**src/rtl/alu_pkg.sv**
```systemverilog
// Shared types for the sequential ALU: op encoding, control states, status flags.
package alu_pkg;

  typedef enum logic [2:0] {
    OP_ADD = 3'd0,
    OP_SUB = 3'd1,
    OP_AND = 3'd2,
    OP_OR  = 3'd3,
    OP_XOR = 3'd4,
    OP_SHL = 3'd5,
    OP_SHR = 3'd6,
    OP_MUL = 3'd7
  } alu_op_e;

  typedef enum logic {
    IDLE = 1'b0,
    MUL  = 1'b1
  } alu_state_e;

  typedef struct packed {
    logic z;
    logic n;
    logic c;
    logic v;
  } alu_flags_t;

endpackage

```
**src/rtl/alu_mul_iter.sv**
```systemverilog
// Iterative unsigned shift-add multiplier retiring MUL_BPC multiplier bits per cycle.
// 'done' is high during the final step; 'product' then already includes that step.
module alu_mul_iter #(
  parameter int WIDTH   = 16,
  parameter int MUL_BPC = 1
) (
  input  logic                 clk,
  input  logic                 rst,
  input  logic                 start,
  input  logic [WIDTH-1:0]     a,
  input  logic [WIDTH-1:0]     b,
  output logic                 done,
  output logic [2*WIDTH-1:0]   product
);

  localparam int STEPS = WIDTH / MUL_BPC;
  localparam int CW    = $clog2(STEPS + 1);

  logic [2*WIDTH-1:0] acc_reg;
  logic [2*WIDTH-1:0] mcand_reg;
  logic [WIDTH-1:0]   mplier_reg;
  logic [CW-1:0]      count_reg;
  logic [2*WIDTH-1:0] pp_terms [MUL_BPC];
  logic [2*WIDTH-1:0] pp_sum;
  logic [2*WIDTH-1:0] acc_next;
  logic               busy;

  // One partial product per multiplier bit retired this cycle
  genvar gi;
  generate
    for (gi = 0; gi < MUL_BPC; gi++) begin : g_pp
      assign pp_terms[gi] = mplier_reg[gi] ? (mcand_reg << gi) : '0;
    end
  endgenerate

  // Sum this cycle's partial products into the running accumulator
  always_comb begin
    pp_sum = '0;
    for (int i = 0; i < MUL_BPC; i++) begin
      pp_sum = pp_sum + pp_terms[i];
    end
    acc_next = acc_reg + pp_sum;
  end

  assign busy    = (count_reg != '0);
  assign done    = (count_reg == CW'(1));
  assign product = acc_next;

  // Load operands on start, then step once per cycle until the counter empties
  always_ff @(posedge clk or posedge rst) begin
    if (rst) begin
      acc_reg    <= '0;
      mcand_reg  <= '0;
      mplier_reg <= '0;
      count_reg  <= '0;
    end else if (start) begin
      acc_reg    <= '0;
      mcand_reg  <= {{WIDTH{1'b0}}, a};
      mplier_reg <= b;
      count_reg  <= CW'(STEPS);
    end else if (busy) begin
      acc_reg    <= acc_next;
      mcand_reg  <= mcand_reg << MUL_BPC;
      mplier_reg <= mplier_reg >> MUL_BPC;
      count_reg  <= count_reg - CW'(1);
    end
  end

endmodule

```
**src/rtl/alu_seq.sv**
```systemverilog
// Registered ALU with valid/ready handshakes, status flags and an iterative MUL.
// Single-cycle ops have latency 1; MUL takes WIDTH/MUL_BPC cycles.
module alu_seq
  import alu_pkg::*;
#(
  parameter int WIDTH   = 16,
  parameter int MUL_BPC = 1
) (
  input  logic             clk,
  input  logic             rst,
  input  logic             in_valid,
  output logic             in_ready,
  input  logic [WIDTH-1:0] a,
  input  logic [WIDTH-1:0] b,
  input  logic [2:0]       op,
  output logic             out_valid,
  input  logic             out_ready,
  output logic [WIDTH-1:0] result,
  output logic             flag_z,
  output logic             flag_n,
  output logic             flag_c,
  output logic             flag_v
);

  localparam int SW = $clog2(WIDTH);

  alu_state_e         state_reg;
  logic               out_valid_reg;
  logic [WIDTH-1:0]   result_reg;
  alu_flags_t         flags_reg;

  alu_op_e            op_e;
  logic               accept;
  logic               mul_start;
  logic               mul_done;
  logic [2*WIDTH-1:0] mul_product;

  logic [SW-1:0]      shamt;
  logic               is_sub;
  logic [WIDTH-1:0]   add_b;
  logic [WIDTH:0]     sum;
  logic [WIDTH:0]     shl_w;
  logic [WIDTH:0]     shr_w;
  logic [WIDTH-1:0]   sc_res;
  logic               sc_c;
  logic               sc_v;

  assign op_e      = alu_op_e'(op);
  assign in_ready  = !rst && (state_reg == IDLE) && (!out_valid_reg || out_ready);
  assign accept    = in_valid && in_ready;
  assign mul_start = accept && (op_e == OP_MUL);

  alu_mul_iter #(
    .WIDTH   (WIDTH),
    .MUL_BPC (MUL_BPC)
  ) u_mul (
    .clk     (clk),
    .rst     (rst),
    .start   (mul_start),
    .a       (a),
    .b       (b),
    .done    (mul_done),
    .product (mul_product)
  );

  // Adder shared by ADD/SUB (SUB as a + ~b + 1); shifts widened by one bit to catch shift-out
  assign shamt  = b[SW-1:0];
  assign is_sub = (op_e == OP_SUB);
  assign add_b  = is_sub ? ~b : b;
  assign sum    = {1'b0, a} + {1'b0, add_b} + {{WIDTH{1'b0}}, is_sub};
  assign shl_w  = {1'b0, a} << shamt;
  assign shr_w  = {a, 1'b0} >> shamt;

  // Single-cycle result and carry/overflow selection
  always_comb begin
    sc_res = '0;
    sc_c   = 1'b0;
    sc_v   = 1'b0;
    case (op_e)
      OP_ADD, OP_SUB: begin
        sc_res = sum[WIDTH-1:0];
        sc_c   = sum[WIDTH];
        sc_v   = (a[WIDTH-1] == add_b[WIDTH-1]) && (sum[WIDTH-1] != a[WIDTH-1]);
      end
      OP_AND: sc_res = a & b;
      OP_OR:  sc_res = a | b;
      OP_XOR: sc_res = a ^ b;
      OP_SHL: begin
        sc_res = shl_w[WIDTH-1:0];
        sc_c   = shl_w[WIDTH];
      end
      OP_SHR: begin
        sc_res = shr_w[WIDTH:1];
        sc_c   = shr_w[0];
      end
      default: ;
    endcase
  end

  // Control state, output register and handshake bookkeeping
  always_ff @(posedge clk or posedge rst) begin
    if (rst) begin
      state_reg     <= IDLE;
      out_valid_reg <= 1'b0;
      result_reg    <= '0;
      flags_reg     <= '0;
    end else begin
      case (state_reg)
        IDLE: begin
          if (accept) begin
            if (op_e == OP_MUL) begin
              state_reg     <= MUL;
              out_valid_reg <= 1'b0;
            end else begin
              result_reg    <= sc_res;
              flags_reg.z   <= (sc_res == '0);
              flags_reg.n   <= sc_res[WIDTH-1];
              flags_reg.c   <= sc_c;
              flags_reg.v   <= sc_v;
              out_valid_reg <= 1'b1;
            end
          end else if (out_valid_reg && out_ready) begin
            out_valid_reg <= 1'b0;
          end
        end
        MUL: begin
          if (mul_done) begin
            result_reg    <= mul_product[WIDTH-1:0];
            flags_reg.z   <= (mul_product[WIDTH-1:0] == '0);
            flags_reg.n   <= mul_product[WIDTH-1];
            flags_reg.c   <= (mul_product[2*WIDTH-1:WIDTH] != '0);
            flags_reg.v   <= (mul_product[2*WIDTH-1:WIDTH] != '0);
            out_valid_reg <= 1'b1;
            state_reg     <= IDLE;
          end
        end
        default: state_reg <= IDLE;
      endcase
    end
  end

  assign out_valid = out_valid_reg;
  assign result    = result_reg;
  assign flag_z    = flags_reg.z;
  assign flag_n    = flags_reg.n;
  assign flag_c    = flags_reg.c;
  assign flag_v    = flags_reg.v;

endmodule
```
**config.mk**
```make
export PLATFORM = sky130hd
export DESIGN_NAME = alu_seq
export DESIGN_NICKNAME = d
export VERILOG_FILES = /design/src/rtl/alu_pkg.sv /design/src/rtl/alu_mul_iter.sv /design/src/rtl/alu_seq.sv
export SDC_FILE = /design/constraint.sdc
export NUM_CORES = 1
export LEC_CHECK = 0
export ABC_AREA = 1
export CAP_MARGIN = 20
export CORE_UTILIZATION = 56
export CTS_CLUSTER_DIAMETER = 150
export DETAILED_ROUTE_END_ITERATION = 8
export GPL_TIMING_DRIVEN = 0
export HOLD_SLACK_MARGIN = 0.1
export PLACE_DENSITY_LB_ADDON = 0.05
export SETUP_SLACK_MARGIN = 0.2
export SLEW_MARGIN = 20
export SYNTH_ARGS = -nofsm -noshare
export SYNTH_HDL_FRONTEND = slang
export SYNTH_SLANG_ARGS = --single-unit
```
**constraint.sdc**
```tcl
create_clock -name clk -period 3.6 [get_ports clk]
set_input_delay 0.72 -clock clk [delete_from_list [all_inputs] [get_ports clk]]
set_output_delay 0.72 -clock clk [all_outputs]
set_load 0.05 [all_outputs]
```
==> flow_metrics.py, run 1 <==
metrics = {
    "synthesis": {
        "yosys.area.top_type": "dfrtp_1",
        "synthCells": 1700,
        "synth.yosys.seq_area_share_pct": 25.1,
        "synth_area_per_cell_sq_um": 6.22,
        "synth_seq_cells": 106,
        "ys_async_sr_fraction_pct": 100,
        "syn_nets": 1826,
        "synthTopCellsByArea": "dfrtp_1 (25%), nand2_1 (21%), ha_1 (10%), inv_1 (9.4%), nand3_1 (5.6%)",
        "synth-main-ff-cell": "dfrtp_1",
        "yosys_warnings": 0,
        "yosys-top-cells-count": "nand2_1 (586), inv_1 (265), nor2_1 (127), nand3_1 (119), dfrtp_1 (106)",
        "synth_edf_count": 0,
        "yosysTopAreaCellShare_pct": 25.1,
        "synth_most_common_cell": "nand2_1",
        "synth_cell_types": 47,
        "syn_area_sq_mm": 0.0106,
    },
    "detailed_routing": {
        "dr.pass1.iters": 8,
        "drt_iter0_drc": 1379,
        "wl_met3_um": 4240,
        "ant_nets": 0,
        "wl_um": 37900,
        "routed.top_layer": "met4",
        "wl_per_cell_um": 18.8,
        "via_count": 11700,
        "route.met2.wl_um": 15700,
        "drcViolationCount": 0,
        "drt-met1-wl_um": 16900,
        "vias_per_cell": 5.81,
    },
    "setup_path": {
        "cp.required_ns": 3.89,
        "r2r.worst_path.cells": 20,
        "critPathKind": "input port to flop",
        "start_kind": "input port",
        "cp.arrival_ns": 3.61,
        "r2r_end": "flag_c$_DFFE_PP0P_",
        "timing.rr.start": "u_mul.mplier_reg[0]$_DFFE_PP0P_",
        "critPathMaxFanout": 10,
        "rrSetupSlack_ns": 0.35,
        "critPathCaptureType": "flop",
    },
    "power_and_ir_drop": {
        "p_leak_nw": 6.58,
        "p_int_w": 0.00335,
        "seqPwrFrac_pct": 29.8,
        "pwr-share-comb_pct": 54.1,
        "switching_share_pct": 49.1,
        "power_w": 0.00657,
        "clockPowerShare_pct": 16.1,
        "p_per_area_mw_per_mm2": 541,
        "power_switching_w": 0.00323,
        "vdd_drop_max_mv": 0.595,
    },
    "hold_path": {
        "min_path_type": "flop to flop",
        "hold_start": "result[12]$_DFFE_PP0P_",
        "whs_endpoint": "result[12]$_DFFE_PP0P_",
        "hold_depth": 2,
    },
    "global_routing": {
        "grtUsageTotal_pct": 39.4,
        "grt_max_degree": 35,
        "antenna_found_initial": 0,
        "grt_overflow": 0,
        "grt_pass1_wl_um": 58400,
        "grt_pass1_vias": 10600,
    },
    "die": {
        "coreArea_sq_mm": 0.0182,
        "initial_core_util_pct": 58.0,
        "die_x_um": 139,
        "rows": 49,
        "die_area_sq_mm": 0.0194,
        "fp.dieH_um": 139,
        "design.portCount": 61,
    },
    "sta": {
        "hold_viol": 0,
        "fmax_mhz": 301,
        "period_share_pct": 92.2,
        "skew_ns": 0.0200,
        "slew_viol_final": 0,
        "worstMarginPinSlew_ns": 0.823,
        "rsz0062_at_grt": "yes",
        "fin_crit_ns": 3.32,
        "setup_tns_ns": 0,
        "setup_violations": 0,
        "relSlewSlack_pct": 45.1,
    },
    "clocking": {
        "cts_sinks": 106,
        "clk_pin_slew_worst_paths_ns": 0.08,
        "clk_latency_ns": 0.38,
        "clockBufferDepth": 2,
        "numCtsBuffers": 9,
        "hold_buffers": 0,
        "cts-root-buf": "clkbuf_16",
        "htreeDepth": 3,
        "cts_tree": "built",
    },
    "final_layout": {
        "antennaDiodeCount": 0,
        "drive_above_1_share_pct": 7.62,
        "nFillCells": 1722,
        "syn_to_final_growth_pct": 15.0,
        "postLayoutCoreUtil_pct": 66.7,
        "stdcell_count": 2014,
        "finalNetCount": 1906,
    },
    "place": {
        "io_buffer_count": 60,
        "place_inst": 1992,
        "gp_congestion": 1.04,
        "dp_hpwl_um": 30700,
    },
    "outcome": {
        "status": "complete, no violations",
    },
    "job": {
        "max_cap_viol_count": 0,
    },
}
-- how the worst max path moves through the flow --
stage               cells past startpoint            endpoint  start
floorplan                              20  flag_z$_DFFE_PP0P_  op[2]
global placement                       18  flag_z$_DFFE_PP0P_  op[1]
detailed placement                     18  flag_z$_DFFE_PP0P_  op[1]
CTS                                    18  flag_z$_DFFE_PP0P_   b[2]
global route                           18  flag_z$_DFFE_PP0P_  op[2]
finish                                 18  flag_z$_DFFE_PP0P_   b[1]
-- logic make-up (layout without fill, tap and decap cells) --
group / count (synthesis) / in the layout / share of synthesized area, %
simple gates: 903 / 903 / 35.2
flops: 106 / 106 / 25.1
fa+ha+maj: 87 / 87 / 10.4
compound gates: 243 / 243 / 14.1
buf+inv: 329 / 414 / 12.6
xor+xnor: 32 / 32 / 2.65
-- timing repair --
action / 4_1_cts / 5_1_grt
gates resized for setup: 29 / 52
endpoints found under the hold margin: 0 / 0
gates cloned: 0 / 0
endpoints found under the setup margin: 16 / 15
setup buffers: 3 / 3
pin swaps: 4 / 9
-- area by class of cell --
class                   count  area (sq um)  area share, %
repair buffers             69           708           5.83
flip-flops and latches    106          2650           21.8
multi-input cells        1265          6800           56.0
clock inverters             7          91.3          0.752
inverters                 275          1040           8.53
well taps                 229           287           2.36
plain buffers              54           349           2.87
clock buffers               9           225           1.85
-- critical path, stage by stage --
cell and delay (ns):
clkdlybuf4s50_1 0.50, buf_6 0.15, buf_8 0.16, xor2_1 0.15
inv_1 0.09, fa_2 0.38, or2_2 0.31, nand3_1 0.12
nand4_1 0.19, nor2_1 0.14, nand2_1 0.07, nor2_2 0.09
nand2_1 0.06, nor2_1 0.10, nand2_1 0.06, nor2_1 0.12
nand3_1 0.08, a21boi_1 0.12
-- power by group through the flow --
stage | Clock, W | Sequential (W) | Combinational (W)
2_1_floorplan | 0 | 0.00223 | 0.00202
3_3_place_gp | 0 | 0.00194 | 0.00331
3_5_place_dp | 0 | 0.00196 | 0.00339
4_1_cts | 0.00107 | 0.00195 | 0.00344
5_1_grt | 0.00110 | 0.00200 | 0.00385
6_report | 0.00106 | 0.00196 | 0.00356
-- per-layer routing --
| metal | vias to the layer above | track usage [%] |
|---|---|---|
| met5 | - | 0 |
| met4 | 0 | 13.5 |
| met3 | 74 | 8.16 |
| met2 | 624 | 57.6 |
| met1 | 5408 | 57.3 |
| li1 | 5600 | - |
-- cells in the final DEF, fill, tap and decap left out, types with 22 or more instances in the layout --
| cell type | n |
|---|---|
| inv_1 | 263 |
| o211ai_1 | 23 |
| o21ai_0 | 71 |
| a21oi_1 | 60 |
| ha_1 | 77 |
| dfrtp_1 | 106 |
| nand3_1 | 112 |
| nand4_1 | 24 |
| nand2_1 | 581 |
| nor2_1 | 111 |
| xor2_1 | 22 |
| clkdlybuf4s50_1 | 56 |
-- stage by stage --
step | worst slack, ns | hold WS, ns | instance area, sq um
2_1_floorplan | 0.390 | 0.453 | 10600
3_3_place_gp | -0.924 | 0.462 | 11500
3_5_place_dp | -0.951 | 0.473 | 11500
4_1_cts | 0.204 | 0.492 | 11900
5_1_grt | 0.0954 | 0.504 | 12100
6_report | 0.280 | 0.487 | 12100
No activity file was read; power rests on OpenSTA's default activity.
==> run 2, diff against run 1 <==
--- a/config.mk
+++ b/config.mk
@@ -8,12 +8,11 @@
 export ABC_AREA = 1
 export CAP_MARGIN = 20
 export CORE_UTILIZATION = 56
-export CTS_CLUSTER_DIAMETER = 150
 export DETAILED_ROUTE_END_ITERATION = 8
 export GPL_TIMING_DRIVEN = 0
 export HOLD_SLACK_MARGIN = 0.1
 export PLACE_DENSITY_LB_ADDON = 0.05
-export SETUP_SLACK_MARGIN = 0.2
+export SETUP_SLACK_MARGIN = 0.15
 export SLEW_MARGIN = 20
 export SYNTH_ARGS = -nofsm -noshare
 export SYNTH_HDL_FRONTEND = slang
==> flow_metrics.py, run 2 (same netlist as run 1, synthesis figures left out) <==
metrics = {
    "outcome": {
        "status": "complete, no violations",
    },
    "sta": {
        "slew_viol_final": 0,
        "hold_viol": 0,
        "setup_tns_ns": 0,
        "setup_ws_ns": 0.203,
        "fin_crit_ns": 3.40,
        "relSlewSlack_pct": 45.0,
        "worstMarginPinSlew_ns": 0.825,
        "fmax_mhz": 294,
        "setup_violations": 0,
        "rsz0062_at_grt": "yes",
        "period_share_pct": 94.4,
        "skew_ns": 0.0163,
    },
    "detailed_routing": {
        "vias_per_cell": 5.81,
        "wl_per_cell_um": 18.7,
        "ant_nets": 0,
        "drt_iter0_drc": 1279,
        "wl_um": 37600,
        "drcViolationCount": 0,
        "dr.pass1.iters": 7,
        "via_count": 11700,
    },
    "place": {
        "gp_congestion": 1.04,
        "dpl_cell_area_sq_mm": 0.0115,
        "dp_hpwl_um": 30700,
        "io_buffer_count": 60,
        "place_ws_ns": -0.951,
    },
    "global_routing": {
        "grt_pass1_vias": 10600,
        "grt_overflow": 0,
        "antenna_found_initial": 0,
        "grt_pass1_wl_um": 58000,
        "use_met1_pct": 56.9,
        "grtUsageTotal_pct": 39.1,
        "met3_usage_pct": 8.19,
        "gr-usage-met2_pct": 57.0,
        "grt_max_degree": 35,
        "gr-max-usage-layer": "met2",
    },
    "setup_path": {
        "timing.rr.start": "u_mul.mplier_reg[0]$_DFFE_PP0P_",
        "crit_start": "b[1]",
        "critPathCaptureType": "flop",
        "crit_path_top_delay_cell": "clkdlybuf4s50_1",
        "start_kind": "input port",
        "crit_path_max_incr_delay_ns": 0.52,
        "critPathMaxFanout": 10,
        "critPathKind": "input port to flop",
        "cp.arrival_ns": 3.69,
        "cp.required_ns": 3.89,
        "cp_cell_sequence": "clkdlybuf4s50_1 > buf_6 > buf_8 > xor2_1 > inv_1 > fa_2 > or2_2 > nand3_1 > nand4_1 > nor2_1 > nand2_1 > nor2_2 > nand2_1 > nor2_1 > nand2_1 > nor2_1 > nand3_1 > a21boi_1",
    },
    "die": {
        "design.portCount": 61,
        "die_x_um": 139,
        "fp.dieH_um": 139,
        "rows": 49,
        "initial_core_util_pct": 58.0,
        "die_area_sq_mm": 0.0194,
        "coreArea_sq_mm": 0.0182,
    },
    "final_layout": {
        "finalNetCount": 1903,
        "stdcell_area_sq_mm": 0.0121,
        "syn_to_final_growth_pct": 14.4,
        "final_cell_mix": "nand2_1 (582), inv_1 (263), nor2_1 (112), nand3_1 (112), dfrtp_1 (106)",
        "drive_above_1_share_pct": 7.07,
        "layout_commonest_cell": "nand2_1",
        "postLayoutCoreUtil_pct": 66.4,
        "antennaDiodeCount": 0,
    },
    "clocking": {
        "cts_tree": "built",
        "hold_buffers": 0,
        "htreeDepth": 3,
        "clk_pin_slew_worst_paths_ns": 0.08,
        "clockBufferDepth": 2,
        "cts-root-buf": "clkbuf_16",
        "clk_latency_ns": 0.37,
        "cts_sinks": 106,
        "numCtsBuffers": 9,
    },
    "power_and_ir_drop": {
        "p_leak_nw": 6.56,
        "vdd_drop_max_mv": 0.593,
        "p_per_area_mw_per_mm2": 542,
        "power_w": 0.00655,
    },
    "hold_path": {
        "min_path_type": "flop to flop",
        "hold_start": "result[12]$_DFFE_PP0P_",
    },
    "job": {
        "max_cap_viol_count": 0,
    },
}
## run 2: cell types whose count changed in the layout (fill, tap and decap cells not counted), moves of 2 or more
| cell | previous run | this run |
|---|---|---|
| ha_1 | 77 | 80 |
| buf_2 | 16 | 14 |
| clkbuf_2 | 1 | 3 |
| ha_2 | 4 | 1 |
| buf_4 | 11 | 9 |
## run 2: path summary, 6_finish.rpt
kind	endpoint	slack, ns	cells after the start
max	flag_z$_DFFE_PP0P_	0.20	18
min	result[12]$_DFFE_PP0P_	0.49	2
max reg2reg	flag_c$_DFFE_PP0P_	0.27	20
min reg2reg	result[12]$_DFFE_PP0P_	0.49	2
max in group asynchronous	u_mul.acc_reg[30]$_DFFE_PP0P_	1.82	5
min in group asynchronous	result[10]$_DFFE_PP0P_	0.82	2
## run 2: power breakdown
part	leakage [nW]	switching [W]	total (W)	internal [W]
Sequential	1.39	0.000311	0.00196	0.00165
Combinational	5.02	0.00236	0.00354	0.00118
Clock	0.155	0.000548	0.00106	0.000509
## run 2: cell type report
cell class / instances / area (sq um)
inverter: 275 / 1040
clock buffer: 9 / 225
fill: 1726 / 6120
tap: 229 / 287
buffer: 53 / 338
multi-input combinational: 1265 / 6770
clock inverter: 7 / 91.3
timing repair buffer: 67 / 691
sequential: 106 / 2650
## run 2: layer usage
layer	wire, um	up-vias
met5	0	-
met4	1010	0
met3	4360	62
met2	15600	634
met1	16600	5402
li1	-	5591
## run 2: through the flow
step	cells	hold WS, ns
after CTS	2009	0.492
after global placement	1989	0.462
final	2011	0.488
after floorplan	1700	0.453
after detailed placement	1992	0.473
after global routing	2011	0.504
## run 2: critical path: cells and delay by family
kind,cells,cell delay [ns]
AO/OA/AOI/OAI,1,0.12
XOR/XNOR,1,0.15
adder cells (fa/ha/maj),1,0.40
buffers and inverters,4,0.93
AND/OR/NAND/NOR,11,1.37
## run 2: what timing repair did
item                                    4_1_cts  5_1_grt
resized for setup                            17       52
hold endpoints to repair                      0        0
endpoints found under the setup margin       16       15
pin swaps                                     3        9
setup buffers                                 2        2
